==> config.mk <==
export PLATFORM = sky130hd
export DESIGN_NAME = frame_capture
export DESIGN_NICKNAME = d
export VERILOG_FILES = /design/src/rtl/frame_capture.sv
export SDC_FILE = /design/constraint.sdc
export NUM_CORES = 1
export LEC_CHECK = 0
export BUFFER_PORTS_ARGS = -buffer_cell sky130_fd_sc_hd__buf_2
export CAP_MARGIN = 20
export CORE_MARGIN = 2
export CORE_UTILIZATION = 63
export DETAILED_ROUTE_END_ITERATION = 8
export PLACE_DENSITY = 0.88
export SETUP_SLACK_MARGIN = 0.3
export SKIP_LAST_GASP = 1
export SYNTH_ARGS = -nofsm -noshare
export SYNTH_HDL_FRONTEND = slang
export SYNTH_SLANG_ARGS = --single-unit
==> constraint.sdc <==
create_clock -name i_clk_25M -period 5.2 [get_ports i_clk_25M]
set_clock_uncertainty 0.05 [all_clocks]
set_input_delay 0.52 -clock i_clk_25M [delete_from_list [all_inputs] [get_ports i_clk_25M]]
set_output_delay 0.52 -clock i_clk_25M [all_outputs]
set_load 0.005 [all_outputs]
==> src/rtl/frame_capture.sv <==
// Crops a camera pixel stream to an H_ACT x V_ACT window and writes it linearly to SRAM via a small FIFO.
// Define CAPTURE_DECIMATE_EN for 2x2 decimation of a 2*H_ACT x 2*V_ACT sensor.
module frame_capture #(
   parameter int H_ACT      = 640,
   parameter int V_ACT      = 480,
   parameter int FIFO_DEPTH = 4
) (
   input  logic        i_clk_25M,
   input  logic        i_rst_n,
   input  logic        i_start_capture,
   input  logic        i_frame_valid,
   input  logic        i_line_valid,
   input  logic        i_pix_valid,
   input  logic [15:0] i_pix_data,
   output logic [19:0] o_addr_capture,
   output logic [15:0] o_pixel_value,
   output logic        o_wr_req,
   input  logic        i_wr_ack,
   output logic        o_capturing,
   output logic        o_done,
   output logic        o_overflow
);

`ifdef CAPTURE_DECIMATE_EN
   localparam int X_LIM = 2 * H_ACT;
   localparam int Y_LIM = 2 * V_ACT;
`else
   localparam int X_LIM = H_ACT;
   localparam int Y_LIM = V_ACT;
`endif
   localparam int CNT_W = $clog2((H_ACT > V_ACT ? H_ACT : V_ACT) * 4);
   localparam int PTR_W = $clog2(FIFO_DEPTH);
   localparam logic [19:0] ADDR_MAX = 20'(H_ACT * V_ACT - 1);

   typedef enum logic [1:0] {S_IDLE, S_ARM, S_CAPTURE, S_DRAIN} state_t;

   state_t state, state_nxt;
   logic frame_valid_p1, line_valid_p1;
   logic fv_rise, fv_fall, lv_fall;
   logic clear_ctx, counting_en, qualified, in_window, accept;
   logic [CNT_W-1:0] x_cnt, y_cnt;
   logic [15:0] mem [FIFO_DEPTH];
   logic [PTR_W:0] wr_ptr, rd_ptr;
   logic fifo_empty, fifo_full, push_ok, pop, drop;

   // Counters saturate so oversized lines/frames can never wrap back into the window.
   function automatic logic [CNT_W-1:0] sat_inc(input logic [CNT_W-1:0] v);
      return (&v) ? v : v + 1'b1;
   endfunction

   assign fv_rise = i_frame_valid & ~frame_valid_p1;
   assign fv_fall = ~i_frame_valid & frame_valid_p1;
   assign lv_fall = ~i_line_valid & line_valid_p1;

   // Accept in the ARM cycle that sees the frame rise so a pixel coincident with it is not lost.
   assign counting_en = (state == S_CAPTURE) | ((state == S_ARM) & fv_rise);
   assign qualified   = i_frame_valid & i_line_valid & i_pix_valid;
`ifdef CAPTURE_DECIMATE_EN
   assign in_window   = (x_cnt < CNT_W'(X_LIM)) & (y_cnt < CNT_W'(Y_LIM)) & ~x_cnt[0] & ~y_cnt[0];
`else
   assign in_window   = (x_cnt < CNT_W'(X_LIM)) & (y_cnt < CNT_W'(Y_LIM));
`endif
   assign accept      = counting_en & qualified & in_window;

   assign fifo_empty    = (wr_ptr == rd_ptr);
   assign fifo_full     = (wr_ptr[PTR_W] != rd_ptr[PTR_W]) &&
                          (wr_ptr[PTR_W-1:0] == rd_ptr[PTR_W-1:0]);
   assign o_wr_req      = ~fifo_empty;
   assign o_pixel_value = fifo_empty ? 16'd0 : mem[rd_ptr[PTR_W-1:0]];
   assign pop           = o_wr_req & i_wr_ack;
   assign push_ok       = accept & (~fifo_full | pop);
   assign drop          = accept & fifo_full & ~pop;

   always_ff @(posedge i_clk_25M or negedge i_rst_n) begin
      if (!i_rst_n) begin
         state          <= S_IDLE;
         frame_valid_p1 <= 1'b0;
         line_valid_p1  <= 1'b0;
      end else begin
         state          <= state_nxt;
         frame_valid_p1 <= i_frame_valid;
         line_valid_p1  <= i_line_valid;
      end
   end

   always_comb begin
      state_nxt   = state;
      clear_ctx   = 1'b0;
      o_done      = 1'b0;
      o_capturing = (state != S_IDLE);
      case (state)
         S_IDLE: if (i_start_capture) begin
            state_nxt = S_ARM;
            clear_ctx = 1'b1;
         end
         S_ARM:     if (fv_rise) state_nxt = S_CAPTURE;
         S_CAPTURE: if (fv_fall) state_nxt = S_DRAIN;
         S_DRAIN: if (fifo_empty) begin
            o_done    = 1'b1;
            state_nxt = S_IDLE;
         end
         default:   state_nxt = S_IDLE;
      endcase
   end

   always_ff @(posedge i_clk_25M or negedge i_rst_n) begin
      if (!i_rst_n) begin
         x_cnt <= '0;
         y_cnt <= '0;
      end else if (clear_ctx) begin
         x_cnt <= '0;
         y_cnt <= '0;
      end else if (counting_en) begin
         if (lv_fall) begin
            x_cnt <= '0;
            if (x_cnt != '0) y_cnt <= sat_inc(y_cnt);
         end else if (qualified) begin
            x_cnt <= sat_inc(x_cnt);
         end
      end
   end

   // ---- write buffer: storage holds data only, pointers carry the state ----
   always_ff @(posedge i_clk_25M) begin
      if (push_ok) mem[wr_ptr[PTR_W-1:0]] <= i_pix_data;
   end

   always_ff @(posedge i_clk_25M or negedge i_rst_n) begin
      if (!i_rst_n) begin
         wr_ptr <= '0;
         rd_ptr <= '0;
      end else begin
         if (push_ok) wr_ptr <= wr_ptr + 1'b1;
         if (pop)     rd_ptr <= rd_ptr + 1'b1;
      end
   end

   // ---- write address and sticky overflow ----
   always_ff @(posedge i_clk_25M or negedge i_rst_n) begin
      if (!i_rst_n) begin
         o_addr_capture <= '0;
         o_overflow     <= 1'b0;
      end else if (clear_ctx) begin
         o_addr_capture <= '0;
         o_overflow     <= 1'b0;
      end else begin
         if (pop && o_addr_capture != ADDR_MAX) o_addr_capture <= o_addr_capture + 20'd1;
         if (drop) o_overflow <= 1'b1;
      end
   end

endmodule

### After elaboration in Yosys (flattened, before gate mapping)

Memory sizes are Yosys's and may differ from the RTL's.
Index checks and enable logic that the tools add are counted.

| storage, ports and cells | value |
|---|---|
| memories | 1 |
| input port bits | 23 |
| RAM bits | 64 |
| register bits after elaboration | 55 |
| logic and storage cells | 93 |
| output and inout bits | 40 |

Memory list:

| name | words | bits a word | rd ports | clocked after Yosys merged registers in | write ports | line | text |
|---|---|---|---|---|---|---|---|
| mem | 4 | 16 | 1 | 0 | 1 | 42 | `logic [15:0] mem [FIFO_DEPTH];` |

| operators by class | value |
|---|---|
| reductions and logical operators | 16 |
| magnitude comparators | 2 |
| multiplexer cells | 26 |
| eq/ne operators | 13 |
| $add $sub $neg | 5 |
| bitwise gates (word level) | 21 |

Operators with widths:

| kind | number |
|---|---|
| 12-bit two-way mux | 10 |
| 20-bit two-way mux | 2 |
| 12-bit by 1-bit adder with 12-bit output, second input constant | 2 |
| 12-bit AND reduction | 2 |
| 20-bit by 1-bit adder with 20-bit output, second input constant | 1 |
| 20-bit by 19-bit inequality test with 1-bit output, second input constant | 1 |
| 16-bit two-way mux | 1 |
| 1-bit AND | 13 |
| 12-bit by 10-bit less-than comparator with 1-bit output, second input constant | 1 |
| 12-bit by 9-bit less-than comparator with 1-bit output, second input constant | 1 |
| 12-bit nonzero test | 1 |
| 2-bit nonzero test | 6 |
| 2-bit inequality test, second input constant | 5 |
| 1-bit two-way mux | 8 |
| 2-bit two-way mux | 4 |
| 2-bit case mux with 4 select lines | 1 |
| 4-bit AND reduction | 2 |
| 3-bit by 1-bit adder with 3-bit output, second input constant | 2 |
| 1-bit NOT | 6 |
| 2-bit equality test, second input constant | 2 |
| 3-bit equality test | 1 |
| 3-bit inequality test, second input constant | 1 |
| 3-bit AND reduction | 1 |
| 3-bit nonzero test | 1 |
| other kinds (6) | 8 |

### Depth between registers and ports, before layout

Gate-level depths: netlist of run 1.

| logic depth | value |
|---|---|
| depth after elaboration | 10 |
| depth in mapped cells | 8 |
| mapped depth without buffers | 7 |

### Worst setup path before layout of run 1

Ideal clock, no wire load.

| path | value |
|---|---|
| path kind | register -> register |
| start | reg state[1] |
| end | mem mem[3][0] (enable) |
| buffers on the path | 0 |
| clock period less this slack | 2236 ps |
| data required time | 4775 ps |
| arrival time | 1811 ps |
| setup slack | 2964 ps |
| cell stages (with the launch flop) | 7 |
| setup time | 375 ps |
| path through | dfrtp_1 inv_1 ha_1 and3b_2 o21ai_0 nor3_2 and2_1 |

| between the ends | value |
|---|---|
| word-level cells in the longest chain between the ends | 8 |
| elaborated cells on any way between the ends | 9 |

Ends and longest elaborated chain:

| what | line | text |
|---|---|---|
| start, declared | 37 | `state_t state, state_nxt;` |
| start signal, assigned | 80 | `state <= state_nxt;` |
| 2-bit by 1-bit equality test with 1-bit output | 56 | `assign counting_en = (state == S_CAPTURE) \| ((state == S_ARM) & fv_rise);` |
| 1-bit AND | 56 |  |
| 1-bit OR * | 56 |  |
| 1-bit AND * (2 in series) | 63 | `assign accept = counting_en & qualified & in_window;` |
| 1-bit AND * | 71 | `assign push_ok = accept & (~fifo_full \| pop);` |
| 1-bit two-way mux * | 125 | `if (push_ok) mem[wr_ptr[PTR_W-1:0]] <= i_pix_data;` |
| 1-bit two-way mux (not written as such) * | 125 |  |
| end, declared | 42 |  |

Mark *: on every way between the ends. The rest lies on a longest branch, timed or not.

### Worst setup path in the final report of run 1

| path | value |
|---|---|
| start | reg rd_ptr[1] |
| end | out o_pixel_value[5] |

| between the ends | value |
|---|---|
| word-level cells in the longest chain between the ends | 2 |
| elaborated cells on any way between the ends | 3 |

Ends and longest elaborated chain:

| what | line | text |
|---|---|---|
| start, declared | 43 | `logic [PTR_W:0] wr_ptr, rd_ptr;` |
| start signal, assigned | 134 | `if (pop) rd_ptr <= rd_ptr + 1'b1;` |
| memory 4 x 16 bit / 3-bit equality test (equally long branches) | - |  |
| 16-bit two-way mux * | 69 | `assign o_pixel_value = fifo_empty ? 16'd0 : mem[rd_ptr[PTR_W-1:0]];` |
| end, declared | 16 | `output logic [15:0] o_pixel_value,` |

Marked as above.

==> results.md, run 1 <==
- After detailed routing, the number of remaining DRC violations is 0.
- The worst hold path belongs to the class primary input to async pin.
- Hold repair after CTS inserted 0 buffers.
- Relative to the synthesized area, the layout overhead comes to 17.63%.
- The endpoint identified for the worst register-to-register timing path is mem[3][12].
- After clock tree synthesis, the clock-pin slew on the worst setup and hold paths is 60 ps.
- Yosys printed 0 warnings.
- The layout cell share with drive strength beyond 1 is 26.38%.
- After Yosys synthesis, XOR and XNOR cells account for 3.666% of the synthesized area.
- The pre-antenna-repair detailed-routing pass consisted of 5 iterations.
- The number of nets in the synthesized netlist is 483.
- For the worst flop-to-flop path, the logic depth is 4.
- The total track usage is 28.09%.
- The flow ran to the end, and the final reports show no timing, DRC or antenna violations.
- The number of gates resized after CTS was 0.
- Buffers placed on the I/O ports in this run total 62.
- The unique cell type count in the Yosys netlist is 66.
- The final layout contains 551 nets.
- The critical path arrival is 2810 ps.
- In this run the remaining antenna-violating nets after routing total 0.
- The category of the worst setup path capture point is an output port.
- The number of buffers inserted by post-CTS setup repair is 0.
- The count of standard-cell rows is 34.
- During I/O placement, the number of pins put on the boundary was 63.
- 0 antenna diodes ended up in the layout.
- After synthesis the netlist holds a flip-flop and latch count of 119.
- The number of clock buffers inserted by TritonCTS is 17.
- The final layout contains routed wiring with a total length of 13.33 mm.
- The post-synthesis instance area is 0.005734 mm².
- The average cell area after synthesis is 12.86 µm².
- In the layout the commonest cells are edfxtp_1 (64), buf_2 (62), dfrtp_1 (55).
- For the pin with the worst max-slew slack, the measured transition is 945.0 ps.
- The total area inside the core boundary comes to 0.008763 mm².
- In the synthesized netlist the dominant register cell turns out to be edfxtp_1.
- The top achievable clock speed is 295.5 MHz.
- The maximum number of pins on one net before global-route repair is 56.
- The via count of the routed design is 4137.
- The worst setup path is launched from a flop.
- The weighted congestion at the end of routability-driven global placement is 0.8486.
- The tool flagged a number of max-cap violations equal to 0.
- After synthesis, flip-flops and latches occupy 57.52% of the total area.
- The final count of hold timing violations is 0.
- Summing the areas of all compound-gate instances in the mapped netlist gives 9.426% of the synthesized area.
- Setup repair after global routing left no endpoint under its margin.
- The H-tree was split into 4 levels.
- The cell chosen for the clock root is clkbuf_8.
- The number of flops mapped to enable cells by yosys is 64.
- The detailed router finished its first iteration with 339 violations.
- The non-filler instance count after layout is 635.
- The vertical extent of the die is 99.41 µm.
- Of all nets on the critical path, the largest fanout is 21.
- The fraction of the cycle the final worst path needs is 65.07%.
- The static leakage power is 2.744 nW.
- VDD sags by at most 440.6 µV.
- Of the total synthesized cell area, the portion taken by full adders, half adders and majority gates is 3.055%.
- The filler cell count in the final layout is 524.
- The average wire per cell in the routed design is 20.99 µm.
- After detailed placement, the design holds a cell count of 602.
- The TritonCTS clock tree is yes.
- The first global-routing pass estimated 20.98 mm of wire.
- Counting every sink on the clock net gives 119.
- The fraction of registers with async set/reset is 46.22%.
- The setup slack on the worst flop-to-flop path is 2300 ps.
- The launch point of the worst reg-to-reg path is rd_ptr[1].
- The smallest clock period supported by the final layout is computed as 3384 ps.
- The via count of the first global-routing pass came to 4103.
- By area, the combinational part of the netlist is dominated by simple AND/OR/NAND/NOR gates.
- Measured along the x axis, the die boundary spans 99.41 µm.
- In the synthesized netlist, mux cells make up 7.048% of the area.
- The library cell used most frequently in the layout, excluding fill and tap cells, is edfxtp_1.
- The final count of pins violating max slew is 0.
- The critical path in this run is classified as flop to output port.
- The starting density of the core is 65.43%.
- STA puts the critical path data required time at 4630 ps.
- The worst pin sits at a relative slew slack of 37.00%.
- After detailed routing, the number of vias per cell comes to 6.515.
- The power density relative to cell area is 504.8 mW/mm².
- Clock latency on the worst-skew pair, taken at its later pin, is 510 ps.
- The number of antenna violations at the first check in global routing came to 0.
- The overflow left after global routing is 0.
- The die area is 0.009881 mm².
- The final HPWL from detailed placement is 7.620 mm.
- Summing the areas of all and, or, nand and nor instances in the mapped netlist gives 16.43% of the synthesized area.
- For the final routed database, the setup TNS stands at 0 ps.
- The number of setup violations in the final report is 0.
- The maximum number of buffers from clock root to sink is 2.
- The post-synthesis cell count is 446.
==> state kept, by name (all words and copies together) (netlist names) <==
name / flops
mem: 64
o_addr_capture: 20
x_cnt: 12
y_cnt: 12
rd_ptr: 3
wr_ptr: 3
state: 2
frame_valid_p1: 1
line_valid_p1: 1
o_overflow: 1
==> worst max-delay path, stage by stage (launching register included) <==
cell and delay [ps]:
dfrtp_1 960, xor2_2 190, nor3_1 330, inv_1 390
and2_1 290, buf_2 130
==> cell usage after synthesis (all sizes together) (2+ instances only) <==
cell type  instances  area (µm²)
inv               18       67.56
clkbuf             7       26.28
nand4             17       125.1
nand2b             4       25.02
nand3             19       107.6
xor2              18       183.9
or3                8       50.05
a41oi              2       17.52
o21ai             23       118.9
nor4               4       31.28
a31oi              2       12.51
o311ai             2       17.52
dfrtp             55        1376
o41ai              2       17.52
buf                9       70.06
and3               7       43.79
a21oi             15       82.58
and4               3       28.78
and2              26       162.7
edfxtp            64        1922
or2                2       12.52
nor3              10       60.06
nand2             20       75.07
a22o               4       35.03
ha                14       175.2
xnor2              3       26.28
a21o               2       15.01
o211ai             4       35.03
or4                5       41.29
mux4              16       360.4
o31a               2       26.28
nor4b              3       26.28
mux2               3       33.78
nor2              32       130.1
o31ai             10       75.07
==> area by class of cell <==
type                       count  area [µm²]  area share, %
clock buffer                  17       414.1          6.140
multi-input combinational    293        2272          33.69
timing repair buffer          65       352.8          5.231
clock inverter                15       205.2          3.042
tap                          108       135.1          2.003
sequential                   119        3298          48.90
inverter                      18       67.56          1.002
==> stage by stage <==
stage                     setup slack, ps  util [%]  hold WS (ps)  area (µm²)  total power, W
after floorplan                      2964         -         174.4        5734        0.001844
after global placement               2514     69.59         429.4        6098        0.002082
after detailed placement             2433     69.59         439.9        6098        0.002126
after CTS                            1835     76.66         79.64        6718        0.003392
after global routing                 1711     76.97         76.86        6745        0.003545
final                                1816     76.97         89.66        6745        0.003405
==> worst max-delay path by stage <==
stage / from / end
global route: rd_ptr[1] / o_pixel_value[5]
detailed placement: rd_ptr[1] / mem[0][8]
global placement: rd_ptr[1] / mem[3][8]
finish: rd_ptr[1] / o_pixel_value[5]
floorplan: state[1] / mem[3][0]
CTS: rd_ptr[1] / o_pixel_value[5]
==> metal layers <==
layer,vias to the layer above,part of all wire [%],track usage (%)
li1,1830,-,-
met1,1991,37,34.91
met2,255,51,46.57
met3,61,7.9,6.184
met4,0,4.1,14.65
met5,-,0,0
==> cell families after synthesis <==
group / after synthesis
muxes: 20
and+or+nand+nor: 162
xor gates and xnor gates: 21
DFF: 119
AOI/OAI and AO/OA: 76
buffers and inverters: 34
adders and majority gates: 14
==> power by group <==
part / internal (W) / total (W) / switching [W]
clock: 0.000753 / 0.00123 / 0.000476
sequential: 0.00107 / 0.00119 / 0.000116
combinational: 0.000452 / 0.000991 / 0.000539
total: 0.00227 / 0.00341 / 0.00113
Power figures use the tool's default switching activity.
==> run 2: changes to the inputs <==
--- a/config.mk
+++ b/config.mk
@@ -8,9 +8,9 @@
 export BUFFER_PORTS_ARGS = -buffer_cell sky130_fd_sc_hd__buf_2
 export CAP_MARGIN = 20
 export CORE_MARGIN = 2
-export CORE_UTILIZATION = 63
+export CORE_UTILIZATION = 59
 export DETAILED_ROUTE_END_ITERATION = 8
-export PLACE_DENSITY = 0.88
+export PLACE_DENSITY = 0.83
 export SETUP_SLACK_MARGIN = 0.3
 export SKIP_LAST_GASP = 1
 export SYNTH_ARGS = -nofsm -noshare
==> constraint.sdc (replaced) <==
create_clock -name i_clk_25M -period 3.4 [get_ports i_clk_25M]
set_clock_uncertainty 0.05 [all_clocks]
set_input_delay 0.34 -clock i_clk_25M [delete_from_list [all_inputs] [get_ports i_clk_25M]]
set_output_delay 0.34 -clock i_clk_25M [all_outputs]
set_load 0.005 [all_outputs]
==> run 2 against run 1 <==
Die area up 6.5%; worst setup slack worse by 1100 ps; first-iteration DRC count down 53%; clock power up 33%; critical path depth up 1; power up 44%; clock-buffer cell count unchanged; via count down 3.5%; sequential cell count unchanged; combinational power up 51%; utilization down 3.3 points; sequential share of layout area down 0.90 points.
==> results.md, run 2 (synthesis gave the netlist of run 1 again) <==
- The via count of the first global-routing pass is 4064 (-0.95%).
- The peak per-stage delay on the critical path came to 800 ps (-160 ps).
- The static leakage power is 2.762 nW (+0.67%).
- The number of antenna violations at the first check in global routing came to 0 (unchanged).
- The flip-flop count of the largest register after layout is 64 (unchanged).
- The net count of the finished layout is 571 (+3.6%).
- The count of standard-cell rows came to 35 (+2.9%).
- The filler cell count in the final layout came to 605 (+15%).
- The maximum number of buffers from clock root to sink is 2 (unchanged).
- The final count of pins violating max slew came to 0 (unchanged).
- TritonCTS built the clock tree.
- The overflow left after global routing is 0 (unchanged).
- The placeable core region was 0.009328 mm² (+6.4%).
- The power density relative to cell area came to 714.8 mW/mm² (+42%).
- The total track usage is 25.33% (-2.8 points).
- The commonest non-fill, non-tap cell in the layout is edfxtp_1.
- The largest fanout on the critical path is 17 (-19%).
- The accumulated negative setup slack was 0 ps (unchanged).
- The worst supply voltage drop on vdd is 445.9 µV (+1.2%).
- The max-cap check violation count is 0 (unchanged).
- The class of the worst hold path is primary input to flop.
- The net switching power is 0.001620 W (+43%).
- The cell chosen for the clock root is clkbuf_8.
- The final count of hold timing violations is 0 (unchanged).
- The worst-skew pair later-pin latency is 520 ps (about the same).
- Subtracting the final worst setup slack from the clock period gives 2733 ps.
- The via count of the routed design is 3992 (-3.5%).
- The master of the slowest instance on the critical path is and2_1.
- The critical path startpoint category is a flop.
- The weighted congestion at the end of routability-driven global placement came to 0.9556 (+13%).
- Dividing the final minimum period by the clock period gives 80.39%.
- The critical path arrival is 2820 ps (about the same).
- The number of setup violations in the final report is 0 (unchanged).
- The startpoint-to-endpoint class of the critical path is flop to flop.
- The antenna diode count is 0 (unchanged).
- The detailed-routing iteration count for the pre-antenna-repair pass is 5 (unchanged).
- The die width is 102.6 µm (+3.2%).
- Relative to the synthesized area, the layout overhead comes to 19.83%.
- The number of buffers inserted by post-CTS setup repair came to 0 (unchanged).
- The part of the power in registers is 36.1% (+1.3 points).
- The switching share of power is 32.99% (-0.21 points).
- The internal power came to 0.003291 W (+45%).
- The final HPWL from detailed placement is 7.745 mm (+1.6%).
- The number of vias per cell after detailed routing is 5.914 (-9.2%).
- The remaining antenna violation count is 0 (unchanged).
- The final wirelength is 12.13 mm (-9.0%).
- The global-route wire length before repair is 19.99 mm (-4.7%).
- Derived from the worst setup path, the maximum achievable clock frequency is 365.8 MHz.
- The cell total after placement came to 625 (+3.8%).
- The register cell area after layout was 0.003298 mm² (unchanged).
- The clock network power share is 33.3% (-2.8 points).
- The number of remaining DRC errors is 0 (unchanged).
- The clock sink count is 119 (unchanged).
- The violation count after the first detailed-route iteration is 158 (-53%).
- The transition time at the pin with the least slew margin is 909.4 ps (-35.64 ps).
- The non-filler instance count after layout is 675 (+6.3%).
- The average wire per cell in the routed design is 17.97 µm (-14%).
- The number of primary I/O pins is 63 (unchanged).
- The number of clock buffers inserted by TritonCTS is 17 (unchanged).
- The maximum number of pins on one net before global-route repair was 31 (-45%).
- The instance area after placement is 0.006140 mm² (+0.68%).
- The sum of buffers and inverters on the critical path is 1 (-1).
- The category of the worst setup path capture point is a flop.
- The clock edge transition at the registers on the reported setup and hold paths came to 60 ps (about the same).
- The data required time at the worst endpoint came to 3490 ps (-1140 ps).
- The combinational power share is 30.5% (+1.4 points).
- Setup repair after global routing left no endpoint under its margin.
- In the layout the commonest cells are edfxtp_1 (64), buf_2 (62), dfrtp_1 (55).
- The signal on the critical path passes through inv_1 > ha_1 > and3b_2 > o21ai_0 > nor3_2 > and2_1.
- The worst-case headroom to the max-slew limit is 39.37% (+2.4 points).
- The count of buffers inserted at the top-level ports is 62 (unchanged).
- The flow ran to the end, and the final reports show no timing, DRC or antenna violations.
- The starting density of the core is 61.48% (-4.0 points).
- The area of the multi-input gates is 0.002272 mm² (unchanged).
- The family with the most delay on the worst path is simple AND/OR/NAND/NOR gates.
- The die area is 0.01052 mm² (+6.5%).
- The layout cell share with drive strength beyond 1 is 25.27% (-1.1 points).
- The number of levels in the clock H-tree is 4 (unchanged).
- The vertical extent of the die is 102.6 µm (+3.2%).
- The final standard cell area without fillers is 0.006872 mm² (+1.9%).
[run 2: cell types whose count changed in the layout (fill, tap and decap cells not counted), moves of 2 or more]
cell	previous run	this run
buf_4	2	4
dlygate4sd3_1	0	19
inv_8	4	0
bufinv_16	3	1
inv_6	5	3
clkinvlp_4	0	6
[run 2: power groups by stage]
| stage | Clock, W | Sequential (W) | Combinational, W |
|---|---|---|---|
| final | 0.00164 | 0.00178 | 0.00150 |
| after global routing | 0.00173 | 0.00179 | 0.00168 |
| after CTS | 0.00166 | 0.00178 | 0.00151 |
| after detailed placement | 0 | 0.00180 | 0.00147 |
| after global placement | 0 | 0.00179 | 0.00141 |
| after floorplan | 0 | 0.00176 | 0.00105 |
[run 2: what timing repair did]
item | in CTS | in global routing
resized for setup | 0 | 0
hold endpoints to repair | 91 | 0
hold buffers | 19 | 0
[run 2: final cells by class]
type	instances	share of cell area [%]
Tap cell	129	2.349
Sequential cell	119	48.00
Clock inverter	14	1.857
Multi-Input combinational cell	293	33.07
Clock buffer	17	6.027
Timing Repair Buffer	85	7.720
Inverter	18	0.9832
[run 2: metrics by stage]
| step | power (W) | hold WS [ps] | util [%] | worst slack (ps) |
|---|---|---|---|---|
| floorplan | 0.002820 | -5.591 | - | 1164 |
| global placement | 0.003201 | 334.9 | 65.82 | 813.8 |
| detailed placement | 0.003269 | 346.0 | 65.82 | 677.6 |
| CTS | 0.004946 | 209.5 | 73.67 | 638.7 |
| global route | 0.005196 | 236.5 | 73.67 | 425.8 |
| finish | 0.004912 | 235.5 | 73.67 | 666.6 |
[run 2: final timing paths]
check | cells after the start | slack, ps | to | from
min in group asynchronous | 2 | 320 | o_addr_capture[3] | i_rst_n
setup / recovery | 6 | 670 | mem[3][0] | state[1]
hold / removal | 4 | 240 | o_overflow | i_wr_ack
max in group asynchronous | 3 | 2140 | x_cnt[3] | i_rst_n
hold reg to reg | 1 | 440 | rd_ptr[2] | rd_ptr[2]
setup reg to reg | 6 | 670 | mem[3][0] | state[1]
[run 2: layer usage]
metal  wire, µm  global-route usage, %
met1       5146                  32.21
met2       6310                  42.08
met3        574                  7.119
met4         97                  8.923
met5          0                      0
[run 2: tightest hold or removal path: stages]
cell	delay (ps)
buf_2	120
nor4b_1	90
a21oi_1	160
nor2_1	50
